### config.mk
export PLATFORM = sky130hd
export DESIGN_NAME = mac_seq_flat
export DESIGN_NICKNAME = d
export VERILOG_FILES = /design/src/rtl/mac_seq_if.sv /design/src/rtl/mac_seq.sv /design/src/flat_wrapper.sv
export SDC_FILE = /design/constraint.sdc
export NUM_CORES = 1
export LEC_CHECK = 0
export BUFFER_PORTS_ARGS = -buffer_cell sky130_fd_sc_hd__buf_2
export CAP_MARGIN = 0
export CELL_PAD_IN_SITES_DETAIL_PLACEMENT = 1
export CELL_PAD_IN_SITES_GLOBAL_PLACEMENT = 2
export CORE_MARGIN = 10
export CORE_UTILIZATION = 40
export DETAILED_ROUTE_END_ITERATION = 12
export PLACE_DENSITY_LB_ADDON = 0.2
export SYNTH_ARGS = -nofsm -noshare
export SYNTH_HDL_FRONTEND = slang
export SYNTH_SLANG_ARGS = --single-unit
### constraint.sdc
create_clock -name clk -period 2.7 [get_ports clk]
set_input_delay 0.54 -clock clk [delete_from_list [all_inputs] [get_ports clk]]
set_output_delay 0.54 -clock clk [all_outputs]
set_load 0.005 [all_outputs]
### src/rtl/mac_seq_if.sv
`default_nettype none
// ============================================================================
//  Module   : mac_seq_if
//  Brief    : Bundle of host-side table/run control and the mac Load/Done
//             handshake used by the mac_seq sequencer.
//  Revision : 1.0 - initial release
// ============================================================================
interface mac_seq_if;

  // host side: operand table writes and run control
  logic       wr_en;
  logic [2:0] wr_addr;
  logic [7:0] wr_b;
  logic [7:0] wr_c;
  logic       start;
  logic [3:0] count;
  logic       busy;
  logic       finished;
  logic       error;
  logic [7:0] result;

  // mac side: operand issue and completion
  logic [7:0] mac_ain;
  logic [7:0] mac_b;
  logic [7:0] mac_c;
  logic       mac_load;
  logic       mac_done;
  logic [7:0] mac_aout;

  // environment view: drives the host controls and plays the mac role
  modport master (
    output wr_en, wr_addr, wr_b, wr_c, start, count,
    input  busy, finished, error, result,
    input  mac_ain, mac_b, mac_c, mac_load,
    output mac_done, mac_aout
  );

  // sequencer view
  modport slave (
    input  wr_en, wr_addr, wr_b, wr_c, start, count,
    output busy, finished, error, result,
    output mac_ain, mac_b, mac_c, mac_load,
    input  mac_done, mac_aout
  );

endinterface
`default_nettype wire

### src/rtl/mac_seq.sv
`default_nettype none
// ============================================================================
//  Module   : mac_seq
//  Brief    : Initiator-side sequencer for the mac block. Holds a table of
//             B/C operand pairs, issues them one at a time over Load/Done,
//             chains each returned Aout into the next Ain and reports the
//             final accumulated value. Operand data is passed through
//             untouched; no arithmetic is done here.
//  Revision : 1.0 - initial release
// ============================================================================
module mac_seq #(
  parameter int         DEPTH   = 8,
  parameter logic [7:0] A_INIT  = 8'h00,
  parameter int         TIMEOUT = 255
) (
  input  wire logic  clk,
  input  wire logic  rst,
  mac_seq_if.slave   bus
);

  localparam logic [3:0] c_DEPTH   = 4'(DEPTH);
  localparam logic [7:0] c_TIMEOUT = 8'(TIMEOUT);

  typedef enum logic [1:0] {
    S_IDLE  = 2'd0,
    S_ISSUE = 2'd1,
    S_WAIT  = 2'd2,
    S_DONE  = 2'd3
  } state_t;

  state_t     r_state;
  logic [2:0] r_idx;
  logic [3:0] r_cnt;
  logic [7:0] r_timer;
  logic [7:0] r_acc;

  // The table is always eight entries deep so the 3-bit address can index
  // it directly; entries at or above DEPTH are simply never written.
  logic [7:0] r_tab_b [0:7];
  logic [7:0] r_tab_c [0:7];

  logic       r_busy;
  logic       r_finished;
  logic       r_error;
  logic [7:0] r_result;
  logic [7:0] r_mac_ain;
  logic [7:0] r_mac_b;
  logic [7:0] r_mac_c;
  logic       r_mac_load;

  logic [3:0] w_cnt_clamp;
  logic       w_wr_ok;
  logic [2:0] w_idx_nxt;
  logic       w_last;
  logic       w_timeout;

  // Run length clamp, write qualification and per-pair progress terms.
  always_comb begin
    w_cnt_clamp = (bus.count > c_DEPTH) ? c_DEPTH : bus.count;
    w_wr_ok     = bus.wr_en && !r_busy && ({1'b0, bus.wr_addr} < c_DEPTH);
    w_idx_nxt   = r_idx + 3'd1;
    w_last      = (({1'b0, r_idx} + 4'd1) == r_cnt);
    w_timeout   = ((r_timer + 8'd1) == c_TIMEOUT);
  end

  // Sequencer state machine; every output is registered and updated on the
  // transition into the state that presents it.
  always_ff @(posedge clk) begin
    if (rst) begin
      r_state    <= S_IDLE;
      r_idx      <= 3'd0;
      r_cnt      <= 4'd0;
      r_timer    <= 8'd0;
      r_acc      <= A_INIT;
      r_busy     <= 1'b0;
      r_finished <= 1'b0;
      r_error    <= 1'b0;
      r_result   <= 8'd0;
      r_mac_ain  <= 8'd0;
      r_mac_b    <= 8'd0;
      r_mac_c    <= 8'd0;
      r_mac_load <= 1'b0;
      for (int i = 0; i < 8; i++) begin
        r_tab_b[i] <= 8'd0;
        r_tab_c[i] <= 8'd0;
      end
    end else begin
      // Writes are blocked while busy so the operands of a run stay fixed.
      if (w_wr_ok) begin
        r_tab_b[bus.wr_addr] <= bus.wr_b;
        r_tab_c[bus.wr_addr] <= bus.wr_c;
      end

      // Pulse outputs default low.
      r_finished <= 1'b0;
      r_mac_load <= 1'b0;

      case (r_state)
        S_IDLE: begin
          if (bus.start) begin
            r_error <= 1'b0;
            if (bus.count != 4'd0) begin
              r_cnt      <= w_cnt_clamp;
              r_idx      <= 3'd0;
              r_acc      <= A_INIT;
              r_busy     <= 1'b1;
              r_mac_load <= 1'b1;
              r_mac_ain  <= A_INIT;
              r_mac_b    <= r_tab_b[0];
              r_mac_c    <= r_tab_c[0];
              r_state    <= S_ISSUE;
            end else begin
              // Empty run: report the initial accumulator immediately.
              r_result   <= A_INIT;
              r_finished <= 1'b1;
              r_state    <= S_DONE;
            end
          end
        end

        S_ISSUE: begin
          // Any Done seen here belongs to an earlier transaction; ignore it.
          r_timer <= 8'd0;
          r_state <= S_WAIT;
        end

        S_WAIT: begin
          if (bus.mac_done) begin
            // Done takes priority over a coincident timeout.
            r_acc <= bus.mac_aout;
            r_idx <= w_idx_nxt;
            if (w_last) begin
              r_result   <= bus.mac_aout;
              r_busy     <= 1'b0;
              r_finished <= 1'b1;
              r_state    <= S_DONE;
            end else begin
              r_mac_load <= 1'b1;
              r_mac_ain  <= bus.mac_aout;
              r_mac_b    <= r_tab_b[w_idx_nxt];
              r_mac_c    <= r_tab_c[w_idx_nxt];
              r_state    <= S_ISSUE;
            end
          end else if (w_timeout) begin
            // Abort: report what was accumulated before the stuck pair.
            r_error    <= 1'b1;
            r_result   <= r_acc;
            r_busy     <= 1'b0;
            r_finished <= 1'b1;
            r_state    <= S_DONE;
          end else begin
            r_timer <= r_timer + 8'd1;
          end
        end

        S_DONE: begin
          r_state <= S_IDLE;
        end

        default: begin
          r_busy  <= 1'b0;
          r_state <= S_IDLE;
        end
      endcase
    end
  end

  assign bus.busy     = r_busy;
  assign bus.finished = r_finished;
  assign bus.error    = r_error;
  assign bus.result   = r_result;
  assign bus.mac_ain  = r_mac_ain;
  assign bus.mac_b    = r_mac_b;
  assign bus.mac_c    = r_mac_c;
  assign bus.mac_load = r_mac_load;

endmodule
`default_nettype wire

### src/flat_wrapper.sv
// flat-port wrapper written by rule: the top's interface ports become plain ports
module mac_seq_flat 
#(
  parameter int         DEPTH   = 8,
  parameter logic [7:0] A_INIT  = 8'h00,
  parameter int         TIMEOUT = 255
)
  (clk, rst, bus_wr_en, bus_wr_addr, bus_wr_b, bus_wr_c, bus_start, bus_count, bus_busy, bus_finished, bus_error, bus_result, bus_mac_ain, bus_mac_b, bus_mac_c, bus_mac_load, bus_mac_done, bus_mac_aout);
  mac_seq_if bus_i ();
  input  wire logic clk;
  input  wire logic rst;
  input wire logic [$bits(bus_i.wr_en)-1:0] bus_wr_en;
  input wire logic [$bits(bus_i.wr_addr)-1:0] bus_wr_addr;
  input wire logic [$bits(bus_i.wr_b)-1:0] bus_wr_b;
  input wire logic [$bits(bus_i.wr_c)-1:0] bus_wr_c;
  input wire logic [$bits(bus_i.start)-1:0] bus_start;
  input wire logic [$bits(bus_i.count)-1:0] bus_count;
  output wire logic [$bits(bus_i.busy)-1:0] bus_busy;
  output wire logic [$bits(bus_i.finished)-1:0] bus_finished;
  output wire logic [$bits(bus_i.error)-1:0] bus_error;
  output wire logic [$bits(bus_i.result)-1:0] bus_result;
  output wire logic [$bits(bus_i.mac_ain)-1:0] bus_mac_ain;
  output wire logic [$bits(bus_i.mac_b)-1:0] bus_mac_b;
  output wire logic [$bits(bus_i.mac_c)-1:0] bus_mac_c;
  output wire logic [$bits(bus_i.mac_load)-1:0] bus_mac_load;
  input wire logic [$bits(bus_i.mac_done)-1:0] bus_mac_done;
  input wire logic [$bits(bus_i.mac_aout)-1:0] bus_mac_aout;
  assign bus_i.wr_en = bus_wr_en;
  assign bus_i.wr_addr = bus_wr_addr;
  assign bus_i.wr_b = bus_wr_b;
  assign bus_i.wr_c = bus_wr_c;
  assign bus_i.start = bus_start;
  assign bus_i.count = bus_count;
  assign bus_busy = bus_i.busy;
  assign bus_finished = bus_i.finished;
  assign bus_error = bus_i.error;
  assign bus_result = bus_i.result;
  assign bus_mac_ain = bus_i.mac_ain;
  assign bus_mac_b = bus_i.mac_b;
  assign bus_mac_c = bus_i.mac_c;
  assign bus_mac_load = bus_i.mac_load;
  assign bus_i.mac_done = bus_mac_done;
  assign bus_i.mac_aout = bus_mac_aout;
  mac_seq #(.DEPTH(DEPTH), .A_INIT(A_INIT), .TIMEOUT(TIMEOUT)) u_core (.clk(clk), .rst(rst), .bus(bus_i));
endmodule
==> results.md <==
* YS warnings at 0
* Cells after Synth at 681
* DIE WIDTH at 166.4 µm
* WL met1 at 9.784 mm
* #FFs+latches synth at 189
* Routed wl met3 at 703 µm
* TritonCTS Buffers at 17
* Area grow syn2layout at 14.42%
* Final period util at around 89%
* Final wirelength at 21.14 mm
* Initial antenna violation count at 0
* Average cell area after synthesis at 12.59 µm²
* Synth area leader: edfxtp_1
* Prevailing post-synth register cell: edfxtp_1
* Cts hold-fix bufs at 0
* Synth top area share at ~45%
* WL/cell at 20.40 µm
* Status: finished clean
* Final design utilization at 46.52%
* Max Clock Skew at 18.10 ps
* Largest net degree at the start of global routing at 71
* Delay-heaviest family, CP: simple AND/OR/NAND/NOR gates
* Worst min path class: in2reg
* Fin crit period at roughly 2400 ps
* VDD IR max at around 0.42 mV
* Netlist Area Pre-Place at 8574 µm²
* Worst-Margin Slew at 756.8 ps
* Post-synth EDFFs at ~130
* Post-CTS setup buffers at 0
* Clock Latency Late Sink at between 400 and 500 ps
* Worst path required time at 3040 ps
* Gr usage total at 15.27%
* Core Rows at 53
* Routed Antenna Nets at 0
* Startpoint types: flip-flop
* Die area at 27690 µm²
* Final instance area at 9811 µm²
* Io pins at 72
* Final TNS setup at 0 ps
* GP Congestion at 0.7527
* Worst-path clk slew at 70 ps
* Library cells used by synthesis at 51
* Syn nets at 720
* Layout Nets at about 790
* H-tree level count at 4
* First-pass GRT wire length at 33.77 mm
* Drc violations at 0
* Total number of vias at 5438
* Power Density at between 600 and 700 nW/µm²
* Die Ht at 166.4 µm
* Max clock buf depth at 2
* Max_slew headroom at 49.55%
* Sequential share of the synthesized area at roughly 60%
* DP Area at 9230 µm²
* Final hold vios at 0
* Antenna cell count at 0
* Share of cells above drive strength 1 at between 20% and 30%
* Worst Setup End Kind: flip-flop
* Maxcap violations at 0
* Final HPWL DP at around 14 mm
* Most frequent cells in the layout: and2_1, edfxtp_1, buf_2, nand2_1, dfxtp_1
* Async SR Flop Fraction at 0%
* Leading cell type in the layout, fill and taps excluded: and2_1
* Vias per cell at 5.249
* Initial Util at 40.66%
* Crit-path cells: ha_1 > nand3_1 > o21a_1 > o221ai_2 > nand2_2 > or3_1 > a31oi_1
* Drt first pass iters at 4
* Max Freq at about 0.41 GHz
* Met2 WL at 10.45 mm
* Sink Count at 189
* RSZ-0062 raised after global routing: false
* Final Max Slew Viols at 0
* Remaining Overflow, GRT at 0
* CP Max Fanout at 9
* Worst path slowest cell: dfxtp_1
* Final setup violation count at 0
* DR top layer: met4
* I/O Buffers at 71
* Vias in the first global route at 5923
* P_leak at 3.578 nW
* Critical Path AT at 2750 ps
* Synth area leaders: edfxtp_1, dfxtp_1, and2_1, mux4_2, mux2i_1
* Worst path bufs/invs at 0
* Root Driver: clkbuf_16
* Critical path class: reg2reg
* Post-CTS sizing at 0
* 1st-iter DRT viols at 287
* Max incr delay on CP at 460 ps
* CTS tree: done
* Core area at 21090 µm²
## state kept, by name (all words and copies together), names as in the netlist
signal	count
u_core.bus.result	8
u_core.bus.busy	1
u_core.r_timer	8
u_core.bus.mac_ain	8
u_core.bus.error	1
u_core.r_cnt	4
u_core.r_tab_c	64
u_core.bus.finished	1
u_core.r_acc	8
u_core.bus.mac_b	8
u_core.r_state	2
u_core.bus.mac_load	1
u_core.r_tab_b	64
u_core.r_idx	3
u_core.bus.mac_c	8
## cell families after synthesis
| logic type | after synthesis | share of synthesized area [%] |
|---|---|---|
| buffers and inverters | 43 | 2.174 |
| xor gates and xnor gates | 6 | 0.8319 |
| adders and majority gates | 3 | 0.4378 |
| muxes | 66 | 12.51 |
| AOI/OAI and AO/OA | 84 | 6.566 |
| and+or+nand+nor | 290 | 18.42 |
| DFF | 189 | 59.07 |
## report_power, final
| part | total, W | switching [W] | internal (W) |
|---|---|---|---|
| Sequential | 0.00326 | 0.0000555 | 0.00321 |
| Combinational | 0.000607 | 0.000377 | 0.000230 |
| Clock | 0.00245 | 0.00122 | 0.00123 |
## cell type report
class                      instances  area (µm²)
timing repair buffer              88       483.0
clock buffer                      17       425.4
multi-input combinational        449        3333
inverter                           3       11.26
clock inverter                    15       147.6
tap                              275       344.1
sequential                       189        5066
fill                            2182       11280
## cells in the mapped netlist, types with 8 or more instances
library cell,count
mux2_2,9
clkbuf_1,30
and2_1,132
nand3_1,16
o211ai_1,16
buf_2,8
dfxtp_1,61
nand2_1,65
mux2i_1,25
nand2b_1,13
edfxtp_1,128
or2_2,8
a22oi_1,13
a21oi_1,34
mux4_2,32
nor2_1,28
## metal layers
metal	vias to the layer above	track usage (%)
li1	2610	-
met1	2724	19.35
met2	89	25.78
met3	15	3.318
met4	0	4.124
met5	-	0
## metrics by stage
stage	hold slack, ps	total power (W)	setup WS, ps	cells
floorplan	448.3	0.003704	632.2	681
global placement	439.0	0.003918	343.2	1004
detailed placement	460.7	0.003944	242.2	1004
CTS	369.3	0.006367	211.0	1036
global route	372.8	0.006544	122.3	1036
finish	384.8	0.006316	289.9	1036
## path summary, 6_finish.rpt
kind	endpoint	slack [ps]	depth (start not counted)	from
min reg2reg	u_core.bus.mac_ain[2]$_SDFFE_PP0P_	470	2	u_core.bus.mac_ain[2]$_SDFFE_PP0P_
max	u_core.r_timer[7]$_SDFFE_PP0P_	290	7	u_core.r_timer[1]$_SDFFE_PP0P_
max reg2reg	u_core.r_timer[7]$_SDFFE_PP0P_	290	7	u_core.r_timer[1]$_SDFFE_PP0P_
min	u_core.r_cnt[2]$_SDFFE_PP0P_	380	3	bus_count[2]
## worst reg2reg max path, cell delays in order (launching register included)
cell      delay [ps]
dfxtp_1          460
ha_1             290
nand3_1          220
o21a_1           250
o221ai_2         340
nand2_2          210
or3_1            400
a31oi_1          150
(Power assumes the default switching activity.)
